--- src/rtl/router_recv_ack.sv ---
// ---------------------------------------------------------------------------
// router_recv_ack
//
// Receive-and-acknowledge endpoint for a router link. A request packet
// addressed to this endpoint (LOCAL_ADDR / LOCAL_DFX) is held for the host.
// Once the host signals it has consumed the packet, an acknowledge is sent
// back to the original source. Packets addressed elsewhere are consumed and
// discarded.
//
// Parameters:
//   LOCAL_ADDR      10-bit router address this endpoint answers to
//   LOCAL_DFX       2-bit DFX region this endpoint answers to
//
// Optional feature (compile-time macro RECV_DROP_CNT_EN):
//   When defined, port drop_cnt exists and counts misrouted packets,
//   saturating at 8'hFF. When undefined, the port and register are absent.
//
// Ports:
//   clk              in   clock, all state updates on rising edge
//   rst              in   asynchronous active-high reset
//   in_valid         in   request packet valid from the link
//   in_ready         out  endpoint can accept a request (state IDLE)
//   in_src_addr      in   requester address
//   in_dst_addr      in   target address
//   in_src_dfx       in   requester DFX region
//   in_dst_dfx       in   target DFX region
//   valid_v_recv     out  a received packet is held for the host (state HOLD)
//   recv_src_addr    out  held packet source address
//   recv_src_dfx     out  held packet source DFX
//   check_recv_done  in   host has consumed the held packet
//   ack_valid        out  acknowledge valid toward the link (state ACK)
//   ack_ready        in   link accepts the acknowledge
//   ack_dst_addr     out  acknowledge target address
//   drop_cnt         out  misrouted packet count (RECV_DROP_CNT_EN only)
//   ack_dst_dfx      out  acknowledge target DFX
//
// All outputs are registers or decodes of the state register; no input
// reaches an output combinationally.
// ---------------------------------------------------------------------------
module router_recv_ack #(
    parameter logic [9:0] LOCAL_ADDR = 10'h005,
    parameter logic [1:0] LOCAL_DFX  = 2'b10
) (
    input  logic       clk,
    input  logic       rst,
    input  logic       in_valid,
    output logic       in_ready,
    input  logic [9:0] in_src_addr,
    input  logic [9:0] in_dst_addr,
    input  logic [1:0] in_src_dfx,
    input  logic [1:0] in_dst_dfx,
    output logic       valid_v_recv,
    output logic [9:0] recv_src_addr,
    output logic [1:0] recv_src_dfx,
    input  logic       check_recv_done,
    output logic       ack_valid,
    input  logic       ack_ready,
    output logic [9:0] ack_dst_addr,
`ifdef RECV_DROP_CNT_EN
    output logic [7:0] drop_cnt,
`endif
    output logic [1:0] ack_dst_dfx
);

    typedef enum logic [1:0] {
        IDLE = 2'b00,
        HOLD = 2'b01,
        ACK  = 2'b10
    } state_t;

    state_t     r_state;
    state_t     w_state_next;

    logic       w_accept;
    logic       w_match;
    logic       w_latch;

    logic [9:0] r_recv_src_addr;
    logic [1:0] r_recv_src_dfx;
    logic [9:0] r_ack_dst_addr;
    logic [1:0] r_ack_dst_dfx;

    // A transfer happens only in IDLE, since in_ready is the IDLE decode.
    assign w_accept = in_valid && (r_state == IDLE);
    assign w_match  = (in_dst_addr == LOCAL_ADDR) && (in_dst_dfx == LOCAL_DFX);
    assign w_latch  = w_accept && w_match;

    // ------------------------------------------------------------------
    // State register
    // ------------------------------------------------------------------
    always_ff @(posedge clk or posedge rst) begin
        if (rst) begin
            r_state <= IDLE;
        end else begin
            r_state <= w_state_next;
        end
    end

    // ------------------------------------------------------------------
    // Next-state logic
    // ------------------------------------------------------------------
    always_comb begin
        w_state_next = r_state;
        unique case (r_state)
            IDLE: begin
                // Mismatched transfers are swallowed without leaving IDLE.
                if (w_latch) begin
                    w_state_next = HOLD;
                end
            end
            HOLD: begin
                // No timeout: the host may take arbitrarily long.
                if (check_recv_done) begin
                    w_state_next = ACK;
                end
            end
            ACK: begin
                if (ack_ready) begin
                    w_state_next = IDLE;
                end
            end
            default: begin
                w_state_next = IDLE;
            end
        endcase
    end

    // ------------------------------------------------------------------
    // Packet fields. Loaded only on a matching transfer, so they stay
    // stable through HOLD and ACK and keep their value afterwards.
    // ------------------------------------------------------------------
    always_ff @(posedge clk or posedge rst) begin
        if (rst) begin
            r_recv_src_addr <= 10'h000;
            r_recv_src_dfx  <= 2'b00;
            r_ack_dst_addr  <= 10'h000;
            r_ack_dst_dfx   <= 2'b00;
        end else if (w_latch) begin
            r_recv_src_addr <= in_src_addr;
            r_recv_src_dfx  <= in_src_dfx;
            r_ack_dst_addr  <= in_src_addr;
            r_ack_dst_dfx   <= in_src_dfx;
        end
    end

`ifdef RECV_DROP_CNT_EN
    // ------------------------------------------------------------------
    // Misrouted packet counter, saturating.
    // ------------------------------------------------------------------
    logic       w_drop;
    logic [7:0] r_drop_cnt;

    assign w_drop = w_accept && !w_match;

    always_ff @(posedge clk or posedge rst) begin
        if (rst) begin
            r_drop_cnt <= 8'h00;
        end else if (w_drop && (r_drop_cnt != 8'hFF)) begin
            r_drop_cnt <= r_drop_cnt + 8'h01;
        end
    end

    assign drop_cnt = r_drop_cnt;
`endif

    // ------------------------------------------------------------------
    // Outputs: state decodes and registered fields only.
    // ------------------------------------------------------------------
    assign in_ready      = (r_state == IDLE);
    assign valid_v_recv  = (r_state == HOLD);
    assign ack_valid     = (r_state == ACK);
    assign recv_src_addr = r_recv_src_addr;
    assign recv_src_dfx  = r_recv_src_dfx;
    assign ack_dst_addr  = r_ack_dst_addr;
    assign ack_dst_dfx   = r_ack_dst_dfx;

endmodule

--- config.mk ---
export PLATFORM = sky130hd
export DESIGN_NAME = router_recv_ack
export DESIGN_NICKNAME = d
export VERILOG_FILES = /design/src/rtl/router_recv_ack.sv
export SDC_FILE = /design/constraint.sdc
export NUM_CORES = 1
export LEC_CHECK = 0
export CAP_MARGIN = 5
export CORE_UTILIZATION = 32
export CTS_CLUSTER_SIZE = 40
export DETAILED_ROUTE_END_ITERATION = 7
export PLACE_DENSITY_LB_ADDON = 0.1
export SLEW_MARGIN = 10
export SYNTH_ARGS = -nofsm -noshare
export SYNTH_HDL_FRONTEND = slang
export SYNTH_SLANG_ARGS = --single-unit
--- constraint.sdc ---
create_clock -name clk -period 1.9 [get_ports clk]
set_clock_uncertainty 0.1 [all_clocks]
set_input_delay 0.19 -clock clk [delete_from_list [all_inputs] [get_ports clk]]
set_output_delay 0.19 -clock clk [all_outputs]
set_load 0.01 [all_outputs]
==> flow_summary.ini, run 1 <==
[outcome]
outcome = complete, no violations

[die]
start_util = 0.354
die_w_um = 49.5
core_um2 = 2040
core.rowCount = 16
fp.dieH_um = 49.5
die_area_um2 = 2450
ios = 56

[synthesis]
yosys_most_used_dff = dfrtp_1
syn_nets = 81
synth_commonest_cells = dfrtp_1, buf_4, mux2_4, inv_1, mux2_2
ys_types = 16
yosysWarnings = 0
yosysTopAreaCell = dfrtp_1
ys_seq_area_frac = 0.485
synth-async-reset-ratio = 1.00
yosysMostFrequentCell = dfrtp_1
synthesis.area_um2 = 722
synth_area_per_cell_um2 = 13.9
yosysTopAreaCellShare = 0.485
synth_edf_count = 0
synthTopCellsByArea = dfrtp_1, mux2_4, buf_4
syn_inst = 52
synth-seq-cells = 14

[worst_setup_path]
crit_path_end_kind = primary output
rr_worst_depth = 4
cp.required_ps = 1610
worst_r2r_endpoint = ack_dst_addr[9]
worstPathMaxFanout = 4
start_kind = register
reg2reg_from = r_state[1]
ff2ff_setup_slack_ps = 290
crit_type = register to primary output
critPathArrivalTime_ps = 1480

[final_layout]
area_growth_pct = 74.7
fin_nets = 129
antenna_cells = 0
layout-drive-gt1-share = 0.212

[pwr]
vdd_drop_max_v = 0.000378
p_leak_nw = 0.585
powerDensity_nw_per_um2 = 472
power_mw = 0.595

[sta]
worst_slew_pin_slew_ps = 518
relSlewSlack = 0.654
final_hold_viol_count = 0
setup_tns_ps = 0
whs_ps = 140
finalSetupViolations = 0
max_freq_mhz = 565
min_period_ps = 1770
drv_slew = 0
layout_worst_path_cycle_share = 0.932
rsz0062_at_grt = false

[clocking]
h-tree-depth = 1
clock-sinks = 14
cts_hold_buf = 0
clockBufferDepth = 2
root_buffer = clkbuf_4
clock_latency_ps = 280
cts_resized = 0
cts_setup_buffers = 0
cts_tree = done
numCtsBuffers = 3
clk_pin_slew_ps = 90

[global_route]
grt-ovfl-total = 0
antenna_found_initial = 0
grt_pass1_wl_mm = 2.44
grt_usage = 0.137
grt_max_degree = 15
grt_pass1_vias = 509

[route]
drcViolationCount = 0
firstDrtPassIters = 2
initialDrtViolationCount = 4
vias_per_cell = 4.27
drtAntennaViolNets = 0
wirelength_mm = 1.59
wl_per_cell_um = 12.6
num_vias = 538

[placed_design]
io_buffers = 55
gp_congestion = 0.648
dp_hpwl_mm = 1.26

[job]
drv_cap = 0

[min_path]
worstHoldPathType = input port to async pin
worst max path at each step:
stage                   start              end  slack (ps)  cells past startpoint
2_1_floorplan      r_state[1]  ack_dst_addr[3]         350                      4
5_1_grt            r_state[1]     valid_v_recv          60                      3
3_3_place_gp   in_dst_addr[7]  ack_dst_addr[5]         140                      5
3_5_place_dp   in_dst_addr[7]  ack_dst_addr[8]         130                      5
4_1_cts            r_state[1]     valid_v_recv         110                      3
6_report           r_state[1]     valid_v_recv         130                      3
registers in the layout, indices dropped and copies added (netlist names):
| signal | cells |
|---|---|
| ack_dst_addr | 10 |
| ack_dst_dfx | 2 |
| r_state | 2 |
cell usage in the layout (no fill, tap or decap):
cell type	n
dfrtp_1	14
mux2_4	9
nor4_2	1
nor2b_1	1
mux2_2	3
nand4_2	1
a22o_1	1
clkbuf_8	1
clkdlybuf4s50_1	55
buf_12	1
and4bb_2	1
o21ai_0	1
clkbuf_4	3
nor3b_1	1
nor4b_2	1
inv_1	3
nand2b_1	1
nor2_1	1
worst max-delay path, stage by stage (launching register included):
cell and delay, ps:
dfrtp_1 410, nand2b_1 170, inv_1 70, clkdlybuf4s50_1 540
layout make-up:
cell class | instances | area, um^2
fillers | 185 | 781
repair buffers | 56 | 571
flip-flops and latches | 14 | 350
multi-input cells | 22 | 259
clock buffers | 4 | 36.3
well taps | 27 | 33.8
inverters | 3 | 11.3
cells by family (layout without fill, tap and decap cells):
family                 Yosys count  count (layout)  synth area share
DFF                             14              14             0.485
AOI/OAI and AO/OA                2               2            0.0191
buffers and inverters           16              63             0.156
and+or+nand+nor                  8               8             0.106
muxes                           12              12             0.234
report_power, final:
group	switching [mW]	internal, mW
Clock	0.102	0.117
Combinational	0.0183	0.0583
Sequential	0.000878	0.299
Total	0.121	0.474
through the flow:
step | setup WS, ps | instance area [um^2] | util | std cells
6_report | 129 | 1260 | 0.618 | 126
5_1_grt | 64.3 | 1260 | 0.618 | 126
4_1_cts | 107 | 1260 | 0.618 | 126
3_5_place_dp | 130 | 1220 | 0.600 | 122
3_3_place_gp | 136 | 1220 | 0.600 | 122
2_1_floorplan | 355 | 722 | - | 52
routing by layer:
metal / track usage / part of all wire / vias up
met5: 0 / 0 / -
met4: 0.0571 / 0 / 0
met3: 0.0525 / 0.078 / 0
met2: 0.215 / 0.48 / 29
met1: 0.167 / 0.44 / 249
li1: - / - / 260
No activity file was read; power rests on OpenSTA's default activity.
==> run 2: changes to the inputs <==
--- a/config.mk
+++ b/config.mk
@@ -7,7 +7,7 @@
 export LEC_CHECK = 0
 export CAP_MARGIN = 5
 export CORE_UTILIZATION = 32
-export CTS_CLUSTER_SIZE = 40
+export CTS_CLUSTER_SIZE = 16
 export DETAILED_ROUTE_END_ITERATION = 7
 export PLACE_DENSITY_LB_ADDON = 0.1
 export SLEW_MARGIN = 10
==> results of run 2 <==
No change in the layout: final DEF, timing and power equal those of run 1.
==> run 3: changes to the inputs <==
--- a/config.mk
+++ b/config.mk
@@ -6,9 +6,10 @@
 export NUM_CORES = 1
 export LEC_CHECK = 0
 export CAP_MARGIN = 5
-export CORE_UTILIZATION = 32
+export CORE_UTILIZATION = 55
 export CTS_CLUSTER_SIZE = 16
 export DETAILED_ROUTE_END_ITERATION = 7
+export DONT_BUFFER_PORTS = 1
 export PLACE_DENSITY_LB_ADDON = 0.1
 export SLEW_MARGIN = 10
 export SYNTH_ARGS = -nofsm -noshare
==> constraint.sdc (replaced) <==
create_clock -name clk -period 2 [get_ports clk]
set_clock_uncertainty 0.1 [all_clocks]
set_input_delay 0.2 -clock clk [delete_from_list [all_inputs] [get_ports clk]]
set_output_delay 0.2 -clock clk [all_outputs]
set_load 0.01 [all_outputs]
==> flow_summary.ini, run 3 (synthesis results as in run 1) <==
[outcome]
outcome = complete, no violations

[worst_setup_path]
cp.required_ps = 2060
critPathArrivalTime_ps = 1640
worst_r2r_endpoint = ack_dst_dfx[1]
start_kind = register
reg2reg_from = r_state[1]
ff2ff_setup_slack_ps = 420
crit_chain = nor4_2 > nand4_2 > buf_4 > mux2_4
crit_type = register to register
worstPathMaxFanout = 13
critical_path.slowest_cell = dfrtp_1
crit_path_end_kind = register
rr_worst_depth = 4
crit_path_max_incr_delay_ps = 410

[route]
vias_per_cell = 5.70
drtAntennaViolNets = 0
initialDrtViolationCount = 7
wl_per_cell_um = 17.6
num_vias = 416
firstDrtPassIters = 4
wirelength_mm = 1.28
drcViolationCount = 0

[global_route]
antenna_found_initial = 0
grt_pass1_vias = 476
grt_usage = 0.197
grt_pass1_wl_mm = 1.86
grt_max_degree = 15
grt-ovfl-total = 0

[final_layout]
layout_common_cells = dlygate4sd3_1, dfrtp_1, mux2_4
final_common_cell = dlygate4sd3_1
final_core_util = 0.720
fin_area_um2 = 832
largest_reg_flops = 10
fin_nets = 89
seqCellArea_um2 = 350
multi_input_area_um2 = 259
area_growth_pct = 15.3
fillCellCount = 78
layout-drive-gt1-share = 0.356
antenna_cells = 0

[placed_design]
gp_congestion = 0.619
dp_hpwl_um = 842
place_area_um2 = 646
io_buffers = 0

[sta]
finalSetupViolations = 0
worst_slew_pin_slew_ps = 503
rsz0062_at_grt = false
drv_slew = 0
final_hold_viol_count = 0
max_freq_mhz = 632
relSlewSlack = 0.664
layout_worst_path_cycle_share = 0.792
min_period_ps = 1580
setup_tns_ps = 0

[die]
fp.dieH_um = 38.2
core.rowCount = 12
core_um2 = 1160
start_util = 0.624
die_w_um = 38.2
ios = 56
die_area_um2 = 1460

[clocking]
clk_pin_slew_ps = 80
numCtsBuffers = 3
clock-sinks = 14
root_buffer = clkbuf_4
h-tree-depth = 1
clock_latency_ps = 270
cts_setup_buffers = 0
clockBufferDepth = 2
cts_resized = 0
cts_hold_buf = 15
cts_tree = done

[job]
drv_cap = 0

[pwr]
vdd_drop_max_v = 0.000332
p_leak_nw = 0.439
powerDensity_nw_per_um2 = 623

[min_path]
worstHoldPathType = input port to async pin
==> run 3: critical path, delay by kind of cell (launching register included) <==
family                 cells  cell delay [ps]
DFF                        1              410
and+or+nand+nor            2              420
buffers and inverters      1              220
muxes                      1              310
==> run 3: area by class of cell <==
cell class / count / area share
inverters: 3 / 0.0135
well taps: 14 / 0.0211
flip-flops and latches: 14 / 0.421
clock buffers: 4 / 0.0436
repair buffers: 16 / 0.189
multi-input cells: 22 / 0.311
==> run 3: power breakdown <==
part           switching (mW)  internal, mW  total (mW)  leakage, nW
Combinational          0.0116        0.0244      0.0361        0.222
Clock                  0.0863         0.110       0.197       0.0210
Sequential            0.00207         0.284       0.286        0.196
Total                   0.100         0.419       0.519        0.439
==> run 3: worst max path at each step <==
stage / startpoint / endpoint / cells past startpoint
2_1_floorplan: r_state[1] / ack_dst_addr[3] / 4
3_3_place_gp: r_state[1] / ack_dst_addr[5] / 4
3_5_place_dp: r_state[1] / ack_dst_addr[7] / 4
4_1_cts: r_state[1] / ack_dst_addr[7] / 4
5_1_grt: r_state[1] / ack_dst_dfx[1] / 4
6_report: r_state[1] / ack_dst_dfx[1] / 4
==> run 3: through the flow <==
step / hold slack, ps / instances / worst slack, ps / power, mW
2_1_floorplan: -10.8 / 52 / 455 / 0.303
3_3_place_gp: 29.0 / 54 / 458 / 0.303
3_5_place_dp: 52.2 / 54 / 433 / 0.304
4_1_cts: 298 / 73 / 410 / 0.523
5_1_grt: 331 / 73 / 342 / 0.540
6_report: 286 / 73 / 417 / 0.519
==> run 3: metal layers <==
layer / part of all wire / up-vias / GRT usage
li1: - / 179 / -
met1: 0.34 / 200 / 0.167
met2: 0.56 / 37 / 0.386
met3: 0.10 / 0 / 0.0756
met4: 0 / 0 / 0.0893
met5: 0 / - / 0
